--- config.mk ---
export PLATFORM = sky130hd
export DESIGN_NAME = ucaspian_step_ctrl
export DESIGN_NICKNAME = d
export VERILOG_FILES = /design/src/rtl/ucaspian_pkg.sv /design/src/rtl/ucaspian_step_ctrl.sv
export SDC_FILE = /design/constraint.sdc
export NUM_CORES = 1
export LEC_CHECK = 0
export BUFFER_PORTS_ARGS = -buffer_cell sky130_fd_sc_hd__buf_2
export CORE_MARGIN = 2
export CORE_UTILIZATION = 58
export CTS_BUF_LIST = sky130_fd_sc_hd__clkbuf_4 sky130_fd_sc_hd__clkbuf_8 sky130_fd_sc_hd__clkbuf_16
export CTS_CLUSTER_DIAMETER = 30
export CTS_CLUSTER_SIZE = 25
export DETAILED_ROUTE_END_ITERATION = 6
export GPL_TIMING_DRIVEN = 0
export PLACE_DENSITY = 0.86
export SLEW_MARGIN = 20
export SYNTH_ARGS = -nofsm -noshare
export SYNTH_HDL_FRONTEND = slang
export SYNTH_SLANG_ARGS = --single-unit
--- constraint.sdc ---
create_clock -name clk -period 3.5 [get_ports clk]
set_input_delay 0.35 -clock clk [delete_from_list [all_inputs] [get_ports clk]]
set_output_delay 0.35 -clock clk [all_outputs]
set_load 0.01 [all_outputs]
--- src/rtl/ucaspian_pkg.sv ---
// Shared types and default sizing for the uCaspian core control blocks.
package ucaspian_pkg;

    localparam int unsigned UC_NUM_UNITS = 3;
    localparam int unsigned UC_STEPS_W   = 16;
    localparam int unsigned UC_TIME_W    = 32;
    localparam int unsigned UC_SETTLE    = 2;

    typedef enum logic [1:0] {
        CMD_NOP       = 2'd0,
        CMD_CLEAR_ACT = 2'd1,
        CMD_CLEAR_CFG = 2'd2,
        CMD_RUN       = 2'd3
    } cmd_op_t;

    typedef enum logic [2:0] {
        ST_IDLE   = 3'd0,
        ST_CLEAR  = 3'd1,
        ST_STEP   = 3'd2,
        ST_SETTLE = 3'd3,
        ST_WAIT   = 3'd4,
        ST_FINISH = 3'd5
    } step_ctrl_state_t;

endpackage

--- src/rtl/ucaspian_step_ctrl.sv ---
// Timestep sequencer: turns host clear/run commands into clear and next_step
// controls for the neuron, axon and synapse units and tracks global time.
module ucaspian_step_ctrl
    import ucaspian_pkg::*;
#(
    parameter int unsigned NUM_UNITS = UC_NUM_UNITS,
    parameter int unsigned STEPS_W   = UC_STEPS_W,
    parameter int unsigned TIME_W    = UC_TIME_W,
    parameter int unsigned SETTLE    = UC_SETTLE
) (
    input  logic                 clk,
    input  logic                 reset,
    input  logic                 enable,
    input  logic [1:0]           cmd_op,
    input  logic [STEPS_W-1:0]   cmd_steps,
    input  logic                 cmd_vld,
    output logic                 cmd_rdy,
    input  logic                 abort,
    output logic                 clear_act,
    output logic                 clear_config,
    input  logic [NUM_UNITS-1:0] clear_done,
    output logic                 next_step,
    input  logic [NUM_UNITS-1:0] step_done,
    output logic [TIME_W-1:0]    cur_time,
    output logic [STEPS_W-1:0]   steps_left,
    output logic                 busy,
    output logic                 cmd_done
);

    localparam int unsigned CNT_W = (SETTLE > 1) ? $clog2(SETTLE + 1) : 1;

    step_ctrl_state_t   state_q, state_d;
    logic [CNT_W-1:0]   cnt_q, cnt_d;
    logic               abort_q, abort_d;
    logic               first_q, first_d;
    logic               cfg_q, cfg_d;
    logic               cmd_rdy_q, cmd_rdy_d;
    logic               clear_act_q, clear_act_d;
    logic               clear_config_q, clear_config_d;
    logic               next_step_q, next_step_d;
    logic [TIME_W-1:0]  cur_time_q, cur_time_d;
    logic [STEPS_W-1:0] steps_left_q, steps_left_d;
    logic               busy_q, busy_d;
    logic               cmd_done_q, cmd_done_d;
    logic               abort_pend;

    // A same-cycle abort counts as well as a previously latched one.
    assign abort_pend = abort_q | abort;

    always_comb begin
        state_d        = state_q;
        cnt_d          = cnt_q;
        abort_d        = abort_q;
        first_d        = first_q;
        cfg_d          = cfg_q;
        clear_act_d    = clear_act_q;
        clear_config_d = clear_config_q;
        next_step_d    = 1'b0;
        cur_time_d     = cur_time_q;
        steps_left_d   = steps_left_q;
        cmd_done_d     = 1'b0;

        case (state_q)
            ST_IDLE: begin
                abort_d = 1'b0;
                if (cmd_vld && cmd_rdy_q) begin
                    case (cmd_op_t'(cmd_op))
                        CMD_CLEAR_ACT: begin
                            state_d     = ST_CLEAR;
                            clear_act_d = 1'b1;
                            cfg_d       = 1'b0;
                            first_d     = 1'b1;
                        end
                        CMD_CLEAR_CFG: begin
                            state_d        = ST_CLEAR;
                            clear_config_d = 1'b1;
                            cfg_d          = 1'b1;
                            first_d        = 1'b1;
                        end
                        CMD_RUN: begin
                            steps_left_d = cmd_steps;
                            state_d      = (cmd_steps == '0) ? ST_FINISH : ST_STEP;
                        end
                        default: ;
                    endcase
                end
            end

            // clear_done in the first cycle still reflects the previous operation.
            ST_CLEAR: begin
                abort_d = 1'b0;
                first_d = 1'b0;
                if (!first_q && (&clear_done)) begin
                    clear_act_d    = 1'b0;
                    clear_config_d = 1'b0;
                    state_d        = ST_FINISH;
                    if (cfg_q) begin
                        cur_time_d = '0;
                    end
                end
            end

            ST_STEP: begin
                abort_d = abort_pend;
                if (enable) begin
                    next_step_d = 1'b1;
                    cnt_d       = CNT_W'(SETTLE);
                    state_d     = (SETTLE == 0) ? ST_WAIT : ST_SETTLE;
                end
            end

            // Unit step_done is stale here; only the countdown matters.
            ST_SETTLE: begin
                abort_d = abort_pend;
                cnt_d   = cnt_q - CNT_W'(1);
                if (cnt_q <= CNT_W'(1)) begin
                    state_d = ST_WAIT;
                end
            end

            ST_WAIT: begin
                abort_d = abort_pend;
                if (&step_done) begin
                    cur_time_d   = cur_time_q + TIME_W'(1);
                    steps_left_d = steps_left_q - STEPS_W'(1);
                    state_d      = (steps_left_q == STEPS_W'(1) || abort_pend) ? ST_FINISH : ST_STEP;
                end
            end

            ST_FINISH: begin
                cmd_done_d = 1'b1;
                abort_d    = 1'b0;
                state_d    = ST_IDLE;
            end

            default: begin
                state_d = ST_IDLE;
            end
        endcase

        busy_d    = (state_d != ST_IDLE);
        cmd_rdy_d = (state_d == ST_IDLE) && enable;
    end

    always_ff @(posedge clk) begin
        if (reset) begin
            state_q        <= ST_IDLE;
            cnt_q          <= '0;
            abort_q        <= 1'b0;
            first_q        <= 1'b0;
            cfg_q          <= 1'b0;
            cmd_rdy_q      <= enable;
            clear_act_q    <= 1'b0;
            clear_config_q <= 1'b0;
            next_step_q    <= 1'b0;
            cur_time_q     <= '0;
            steps_left_q   <= '0;
            busy_q         <= 1'b0;
            cmd_done_q     <= 1'b0;
        end else begin
            state_q        <= state_d;
            cnt_q          <= cnt_d;
            abort_q        <= abort_d;
            first_q        <= first_d;
            cfg_q          <= cfg_d;
            cmd_rdy_q      <= cmd_rdy_d;
            clear_act_q    <= clear_act_d;
            clear_config_q <= clear_config_d;
            next_step_q    <= next_step_d;
            cur_time_q     <= cur_time_d;
            steps_left_q   <= steps_left_d;
            busy_q         <= busy_d;
            cmd_done_q     <= cmd_done_d;
        end
    end

    assign cmd_rdy      = cmd_rdy_q;
    assign clear_act    = clear_act_q;
    assign clear_config = clear_config_q;
    assign next_step    = next_step_q;
    assign cur_time     = cur_time_q;
    assign steps_left   = steps_left_q;
    assign busy         = busy_q;
    assign cmd_done     = cmd_done_q;

endmodule
==> summary.txt <==
Timing
  • Worst Tran Pin Value: 0.7713 ns
  • Final Max Tran Viols: 0
  • Min Clock Period, post-route: 2.415 ns
  • Worst relative slew slack: 0.4811
  • Fmax: 0.4140 GHz
  • Final Hold Viols: 0
  • Fin Setup TNS: 0 ns
  • Final Setup Violations: 0
  • Final period util: 0.6901
  • Setup Skew: 0.01073 ns
  • RSZ-0062 raised after global routing: false

Detailed routing
  • Final wirelength: 9.255 mm
  • # DRC: 0
  • Initial drt markers: 313
  • Number of vias in the routed layout: 3708
  • Pre-antenna DRT Iters: 7
  • Vias per cell: 6.274
  • Routed len/inst: 15.66 um
  • DRT antenna net count: 0

Hold path
  • Min-Delay Path Class: in -> reg
  • Worst hold start: enable

Run
  • Max Cap Violations: 0

Floorplan
  • DIE AREA: 6438 um2
  • Die extent in x: 80.24 um
  • Initial Util: 0.6047
  • Die H: 80.24 um
  • Core Area: 5574 um2
  • IO Pins: 83
  • Row Count: 27

Final layout
  • Fraction of layout cells with a size suffix above 1: 0.2062
  • Non-Filler Instances: 591
  • # diodes: 0
  • Utilization after layout: 0.7277
  • Design Area, Final: 4056 um2
  • Area grow syn2layout: 20.34%
  • Fill cells: 452
  • Layout net count: 551

Clock network
  • H-tree Lvls: 3
  • CTS sink cnt: 62
  • Clock buffer depth: 2
  • TritonCTS clock tree: yes
  • Setup Buffers After CTS: 0
  • Worst-skew pair later-pin latency: 0.34 ns
  • Clock slew at reported path FFs: 0.07 ns
  • CTS hold repair buffers: 0
  • Clk Tree Root Cell: clkbuf_8
  • Post-cts resize count: 0
  • TritonCTS Buffers: 9

Global routing
  • Vias in the first global route: 3434
  • Pin count of the biggest net entering global routing: 11
  • GRT Total Usage: 0.2981
  • Initial antenna violation count: 0
  • Global-route wire length before repair: 15.21 mm
  • Global route total overflow: 0

Worst setup path
  • Critical path origin: state_q[2]
  • Critical Path End Type: register
  • Crit path launch type: register
  • Arr. time, crit path: 2.63 ns
  • Req. time, crit path: 3.71 ns
  • Crit path kind: reg -> reg
  • CP Max Fanout: 10
  • Reg2Reg Launch Point: state_q[2]

Power and ir drop
  • Pwr dens: 370.6 nW/um2
  • Pleak: 1.603 nW
  • Peak supply drop: 0.1989 mV

Yosys
  • Mapped Nets: 459
  • Async SR Flop Fraction: 0
  • Post-synthesis sequential area ratio: 0.3682
  • Mapped Cells: 422
  • #FFs+latches synth: 62
  • Distinct cells, synth: 54
  • Synth Area per Inst: 7.988 um2
  • Synth warn: 0
  • Netlist Area Pre-Place: 3371 um2
  • EDFF count, synth: 0
  • Main synth FF type: dfxtp_1

Placed design
  • Post-DP HPWL: 6.729 mm
  • Dpl cells: 575
  • GP Congestion: 0.9659
  • Port bufs: 81
  • Placed Area: 3866 um2

Run status
  • Status: finished clean
==> per-stage QoR <==
stage	hold slack, ns	worst slack [ns]	power, mW
after CTS	0.2851	1.108	1.501
after global routing	0.3068	0.9127	1.550
after global placement	0.4524	1.106	0.9028
after detailed placement	0.4580	1.073	0.9079
after floorplan	0.4442	1.283	0.8492
final	0.2964	1.085	1.503
==> logic make-up after synthesis <==
| group | synth area share |
|---|---|
| AND/OR/NAND/NOR | 0.3051 |
| AO/OA/AOI/OAI | 0.2134 |
| flip-flops | 0.3682 |
| buffers and inverters | 0.04677 |
| XOR/XNOR | 0.03378 |
| adder cells (fa/ha/maj) | 0.02970 |
| multiplexers | 0.002970 |
==> cell type report <==
class | instances | area, um2 | share of cell area
Multi-Input combinational cell | 322 | 1972 | 0.4861
Clock buffer | 13 | 172.7 | 0.04257
Inverter | 12 | 45.04 | 0.01110
Clock inverter | 3 | 17.52 | 0.004318
Buffer | 26 | 112.6 | 0.02776
Timing Repair Buffer | 81 | 405.4 | 0.09994
Sequential cell | 62 | 1241 | 0.3060
Tap cell | 72 | 90.09 | 0.02221
==> report_power, final <==
| part | internal, mW | switching [mW] | leakage [nW] |
|---|---|---|---|
| combinational | 0.0651 | 0.0992 | 1.00 |
| sequential | 0.718 | 0.0144 | 0.501 |
| clock | 0.321 | 0.286 | 0.0988 |
==> critical path, cell delays in order (launching register included) <==
cell and delay [ns]:
dfxtp_1 0.39, clkbuf_1 0.35, nand4_1 0.17, a21oi_1 0.53, clkbuf_1 0.39, o21ai_0 0.15, a22oi_1 0.21, nor2_1 0.07
==> per-layer routing <==
metal / vias up / track usage / routed length (um)
li1: 1773 / - / -
met1: 1689 / 0.3657 / 3748
met2: 215 / 0.4967 / 4404
met3: 31 / 0.05281 / 832
met4: 0 / 0.1559 / 270
met5: - / 0 / 0
==> registers in the layout, indices dropped and copies added (netlist names), 2 cells and up <==
| register | flops |
|---|---|
| cur_time | 32 |
| steps_left | 16 |
| state_q | 3 |
| cnt_q | 2 |
==> Yosys cell counts, types with 11 or more instances <==
cell type / instances / area (um2)
nand4_1: 11 / 68.82
xnor2_1: 11 / 96.34
o31ai_1: 11 / 82.58
nand2_1: 25 / 93.84
clkbuf_1: 22 / 82.58
or4_1: 15 / 112.6
nor2_1: 44 / 165.2
inv_1: 12 / 45.04
nor3_1: 16 / 80.08
o21ai_0: 26 / 130.1
nand3_1: 18 / 90.09
a21oi_1: 38 / 190.2
dfxtp_1: 62 / 1241
nor4_1: 13 / 81.33
==> layout by cell type (no fill, tap or decap), drive strengths merged, types with 3 or more instances in the layout <==
cell type  count
nor3b          4
a2bb2oi        5
nand4         11
buf           85
xnor2         11
a21oi         38
nor4b          3
o31ai         11
dfxtp         62
nor3          16
nor2b          3
or3            9
a22oi          4
and4           3
clkbuf        35
ha             8
o21ai         26
or4           16
inv           12
a211oi         5
and2           3
nor2          44
a31oi          4
nand3         18
and3           6
nand2         25
nor4          13
==> path summary, 6_finish.rpt <==
check             endpoint  slack [ns]  depth (start not counted)
max          steps_left[6]        1.08                          7
min                cmd_rdy        0.30                          2
max reg2reg  steps_left[6]        1.08                          7
min reg2reg      clear_act        0.47                          2
(Power assumes the default switching activity.)
